### src/rtl/hazard3_pmp_fault_capture_pkg.sv
// Shared constants for the PMP fault capture block: mcause codes and FSM states.
// Cause codes must track the trap logic's mcause encoding.
package hazard3_pmp_fault_capture_pkg;

  localparam logic [3:0] CAUSE_INSTR_FAULT = 4'd1;
  localparam logic [3:0] CAUSE_LOAD_FAULT  = 4'd5;
  localparam logic [3:0] CAUSE_STORE_FAULT = 4'd7;

  typedef enum logic {
    ST_IDLE = 1'b0,
    ST_PEND = 1'b1
  } pmp_fc_state_e;

endpackage

### src/rtl/hazard3_sat_counter.sv
// Saturating up-counter with synchronous clear; a clear coinciding with an
// increment leaves the count at 1 so that event is not lost.
module hazard3_sat_counter #(
  parameter int W_CNT = 16
) (
  input  logic             clk,
  input  logic             rst,
  input  logic             inc,
  input  logic             clr,
  output logic [W_CNT-1:0] count
);

  logic [W_CNT-1:0] count_q, count_d;

  always_comb begin
    count_d = count_q;
    if (clr) begin
      count_d = inc ? W_CNT'(1) : '0;
    end else if (inc && (count_q != '1)) begin
      count_d = count_q + W_CNT'(1);
    end
  end

  always_ff @(posedge clk) begin
    if (rst) begin
      count_q <= '0;
    end else begin
      count_q <= count_d;
    end
  end

  assign count = count_q;

endmodule

### src/rtl/hazard3_pmp_fault_capture.sv
// Captures one PMP access fault (cause + tval) from fetch/load-store verdicts
// and holds it on a valid/ready handshake to trap logic; debug overrun + count.
module hazard3_pmp_fault_capture
  import hazard3_pmp_fault_capture_pkg::*;
#(
  parameter int W_ADDR = 32,
  parameter int W_CNT  = 16
) (
  input  logic              clk,
  input  logic              rst,
  input  logic              i_req_valid,
  input  logic [W_ADDR-1:0] i_addr,
  input  logic              i_kill,
  input  logic              d_req_valid,
  input  logic [W_ADDR-1:0] d_addr,
  input  logic              d_write,
  input  logic              d_kill,
  input  logic              flush,
  output logic              fault_valid,
  output logic [3:0]        fault_cause,
  output logic [W_ADDR-1:0] fault_tval,
  input  logic              fault_ready,
  output logic              busy,
  output logic              fault_overrun,
  output logic [W_CNT-1:0]  cnt,
  input  logic              cnt_clr
);

  pmp_fc_state_e     state_q, state_d;
  logic [3:0]        cause_q, cause_d;
  logic [W_ADDR-1:0] tval_q, tval_d;
  logic              overrun_q, overrun_d;

  logic              i_ev, d_ev, any_ev;
  logic [3:0]        new_cause;
  logic [W_ADDR-1:0] new_tval;

  assign i_ev   = i_req_valid & i_kill;
  assign d_ev   = d_req_valid & d_kill;
  assign any_ev = i_ev | d_ev;

  // Load/store wins a same-cycle tie: it belongs to the older instruction.
  assign new_cause = d_ev ? (d_write ? CAUSE_STORE_FAULT : CAUSE_LOAD_FAULT)
                          : CAUSE_INSTR_FAULT;
  assign new_tval  = d_ev ? d_addr : i_addr;

  always_comb begin
    state_d   = state_q;
    cause_d   = cause_q;
    tval_d    = tval_q;
    overrun_d = cnt_clr ? 1'b0 : overrun_q;
    if (flush) begin
      state_d = ST_IDLE;
    end else begin
      unique case (state_q)
        ST_IDLE: begin
          if (any_ev) begin
            state_d = ST_PEND;
            cause_d = new_cause;
            tval_d  = new_tval;
          end
        end
        ST_PEND: begin
          if (fault_ready) begin
            if (any_ev) begin
              cause_d = new_cause;
              tval_d  = new_tval;
            end else begin
              state_d = ST_IDLE;
            end
          end else if (any_ev) begin
            overrun_d = 1'b1;
          end
        end
        default: state_d = ST_IDLE;
      endcase
    end
  end

  always_ff @(posedge clk) begin
    if (rst) begin
      state_q   <= ST_IDLE;
      cause_q   <= '0;
      tval_q    <= '0;
      overrun_q <= 1'b0;
    end else begin
      state_q   <= state_d;
      cause_q   <= cause_d;
      tval_q    <= tval_d;
      overrun_q <= overrun_d;
    end
  end

  hazard3_sat_counter #(.W_CNT(W_CNT)) u_cnt (
    .clk   (clk),
    .rst   (rst),
    .inc   (any_ev),
    .clr   (cnt_clr),
    .count (cnt)
  );

  assign fault_valid   = (state_q == ST_PEND);
  assign busy          = fault_valid;
  assign fault_cause   = cause_q;
  assign fault_tval    = tval_q;
  assign fault_overrun = overrun_q;

endmodule

### config.mk
export PLATFORM = sky130hd
export DESIGN_NAME = hazard3_pmp_fault_capture
export DESIGN_NICKNAME = d
export VERILOG_FILES = /design/src/rtl/hazard3_pmp_fault_capture_pkg.sv /design/src/rtl/hazard3_sat_counter.sv /design/src/rtl/hazard3_pmp_fault_capture.sv
export SDC_FILE = /design/constraint.sdc
export NUM_CORES = 1
export LEC_CHECK = 0
export BUFFER_PORTS_ARGS = -buffer_cell sky130_fd_sc_hd__buf_2
export CAP_MARGIN = 15
export CORE_ASPECT_RATIO = 1.25
export CORE_MARGIN = 2
export CORE_UTILIZATION = 40
export DETAILED_ROUTE_END_ITERATION = 12
export PLACE_DENSITY = 0.74
export SYNTH_ARGS = -nofsm -noshare
export SYNTH_HDL_FRONTEND = slang
export SYNTH_HIERARCHICAL = 1
export SYNTH_SLANG_ARGS = --single-unit
### constraint.sdc
create_clock -name clk -period 2.8 [get_ports clk]
set_clock_uncertainty 0.2 [all_clocks]
set_input_delay 0.14 -clock clk [delete_from_list [all_inputs] [get_ports clk]]
set_output_delay 0.14 -clock clk [all_outputs]
set_load 0.02 [all_outputs]
==> run summary <==
initial core utilization: 40.8%
Worst Path Max Fanout: 11
crit path max-delay cell type: nor4_1
synth cell count leaders: dfxtp_1, a31oi_1, mux2i_1, a211oi_2, a21oi_1
Avg Cell Area, Syn: 10.2 um2
Port-buffer cells: 127
post-synth top area cell: dfxtp_1
Slew @ Worst Pin: 712 ps
worst hold endpoint: fault_tval[23]$_SDFFE_PP0P_
Synth top area share: 38.0%
Final min period: 2180 ps
count of state elements after synthesis: 53
Cell Area, Synth: 2790 um2
Buf/Inv on CP: 1
io pins: 129
clk buf depth: 2
Worst Path Required: 2790 ps
Pleak: 1.54 nW
P per Cell Area: 442 nW/um2
synthesized netlist net count: 350
core region area: 6850 um2
fin util: 53.8%
GRT Util Overall: 19.5%
Peak VDD IR: 0.212 mV
Layout fillers: 608
worst hold path type: input pin to flip-flop
sequential fraction of the synthesis area: 38.0%
DRC violations left: 0
final hold violations: 0
ANT cells: 0
Main synth FF type: dfxtp_1
CP Launch Type: flip-flop
initial drt markers: 161
reg2reg path depth: 5
area grow syn2layout: 32.0%
share of cells above drive strength 1: 43.3%
Synth area leaders: dfxtp_1, a211oi_2, mux2i_1
die area: 7670 um2
Crit path max-delay family: simple AND/OR/NAND/NOR gates
final WL: 7.73 mm
worst rel slew slack: 52.1%
vias per cell: 5.59
cell count after synthesis: 275
most frequent cell after synthesis: dfxtp_1
Netlist cell types: 47
Fin Setup TNS: 0 ps
first-pass GRT wire length: 12.3 mm
Hold Crit Depth: 3
Remaining Overflow, GRT: 0
GPL Wtd Cong: 0.928
H-tree level count: 2
Detailed Routing Iterations Pass 1: 4
Clock Sinks: 53
max-capacitance violation count: 0
ys async rst share: 0%
final worst-path cycle share: 78.0%
Worst-path clk slew: 110 ps
unrepaired setup endpoints after global routing: no
Post-DRT Antenna Nets: 0
clk root buf: clkbuf_8
CP peak stage delay: 700 ps
Clk Latency, worst-skew pair: 300 ps
RR Startpoint: u_cnt/count[8]$_SDFFE_PP0P_
f_max: 458 MHz
status: finished clean
die height: 97.4 um
Post-DP HPWL: 5.33 mm
total number of vias: 2790
Worst Path Arrival: 2180 ps
CTS tree: yes
max-slew violation count: 0
reg-to-reg slack, setup: 620 ps
# Post-CTS Setup Buffers: 0
CTS Buf Count: 5
wire per inst: 15.5 um
Worst R2R End: u_cnt/count[3]$_SDFFE_PP0P_
initial antenna violation count: 0
worst hold start: i_addr[23]
setup violators final: 0
vias in the first global route: 2697
cell breakdown of the critical path: nand4_1 -> nor4_1 -> buf_4 -> nor3b_1 -> mux2i_1
synth warn: 6
Post-synth EDFFs: 0
row count: 34
die width: 78.7 um
Nets: 483
CP Capture Type: flip-flop
Crit Path Class: flip-flop to flip-flop
largest net degree at the start of global routing: 37
[sequential cells by signal, indices dropped and copies added (netlist names)]
register	flops
busy	1
fault_cause	3
fault_overrun	1
fault_tval	32
u_cnt/count	16
[layout make-up]
| class | count | area (um2) | share of cell area [%] |
|---|---|---|---|
| Timing Repair Buffer | 153 | 881 | 23.9 |
| Multi-Input combinational cell | 187 | 1510 | 40.9 |
| Tap cell | 90 | 113 | 3.05 |
| Inverter | 8 | 30.0 | 0.815 |
| Clock buffer | 5 | 68.8 | 1.87 |
| Clock inverter | 3 | 25.0 | 0.679 |
| Sequential cell | 53 | 1060 | 28.8 |
[worst max-delay path by stage]
stage                                   end  cells after the start                   startpoint  slack, ps
2_1_floorplan  u_cnt/count[10]$_SDFFE_PP0P_                      6  u_cnt/count[0]$_SDFFE_PP0P_        710
3_5_place_dp    u_cnt/count[3]$_SDFFE_PP0P_                      5  u_cnt/count[8]$_SDFFE_PP0P_        680
4_1_cts         u_cnt/count[3]$_SDFFE_PP0P_                      5  u_cnt/count[8]$_SDFFE_PP0P_        670
5_1_grt        u_cnt/count[10]$_SDFFE_PP0P_                      5  u_cnt/count[1]$_SDFFE_PP0P_        470
3_3_place_gp   u_cnt/count[10]$_SDFFE_PP0P_                      5  u_cnt/count[1]$_SDFFE_PP0P_        780
6_report        u_cnt/count[3]$_SDFFE_PP0P_                      5  u_cnt/count[8]$_SDFFE_PP0P_        620
[worst min-delay path, delay by kind of cell]
family                 cells  cell delay (ps)
buffers and inverters      1               90
multiplexers               1              150
AO/OA/AOI/OAI              1               90
[routing by layer]
metal / GRT usage (%) / share of wire (%) / vias up
li1: - / - / 1346
met1: 21.1 / 39 / 1321
met2: 37.3 / 52 / 117
met3: 5.02 / 8.5 / 6
met4: 4.18 / 0.57 / 0
met5: 0 / 0 / -
[where the power goes]
group	internal, mW	leakage, nW	switching [mW]
sequential	0.793	0.433	0.0203
combinational	0.162	1.06	0.211
clock	0.181	0.0447	0.262
total	1.14	1.54	0.494
[what timing repair did]
item | in CTS | in global routing
hold buffers | 20 | 0
resized for setup | 0 | 0
hold endpoints to repair | 18 | 0
[cells in the final DEF (no fill, tap or decap), types with 6 or more instances in the layout]
cell,count
buf_2,127
inv_1,6
or4_1,6
dfxtp_1,53
a211oi_2,28
a31oi_1,33
mux2i_1,33
a21oi_1,13
o31ai_1,8
buf_4,6
nand3_1,10
dlygate4sd3_1,20
[cells by family (layout without fill, tap and decap cells)]
group	count (synthesis)	in the layout	share of synthesized area [%]
AOI/OAI and AO/OA	101	101	30.1
DFF	53	53	38.0
and+or+nand+nor	51	51	11.3
buffers and inverters	35	169	8.20
muxes	33	33	11.8
adders and majority gates	1	1	0.448
other	1	1	0.134
[metrics by stage]
step	std cells	instance area (um2)	worst slack [ps]	hold WS, ps	power (mW)
after floorplan	275	2790	713	18.5	1.07
after global placement	471	3390	784	206	1.17
after detailed placement	471	3390	680	209	1.18
after CTS	499	3690	669	0.979	1.65
after global routing	499	3690	472	1.53	1.72
final	499	3690	615	8.57	1.63
Note: power is estimated with default switching activity, not from simulation.
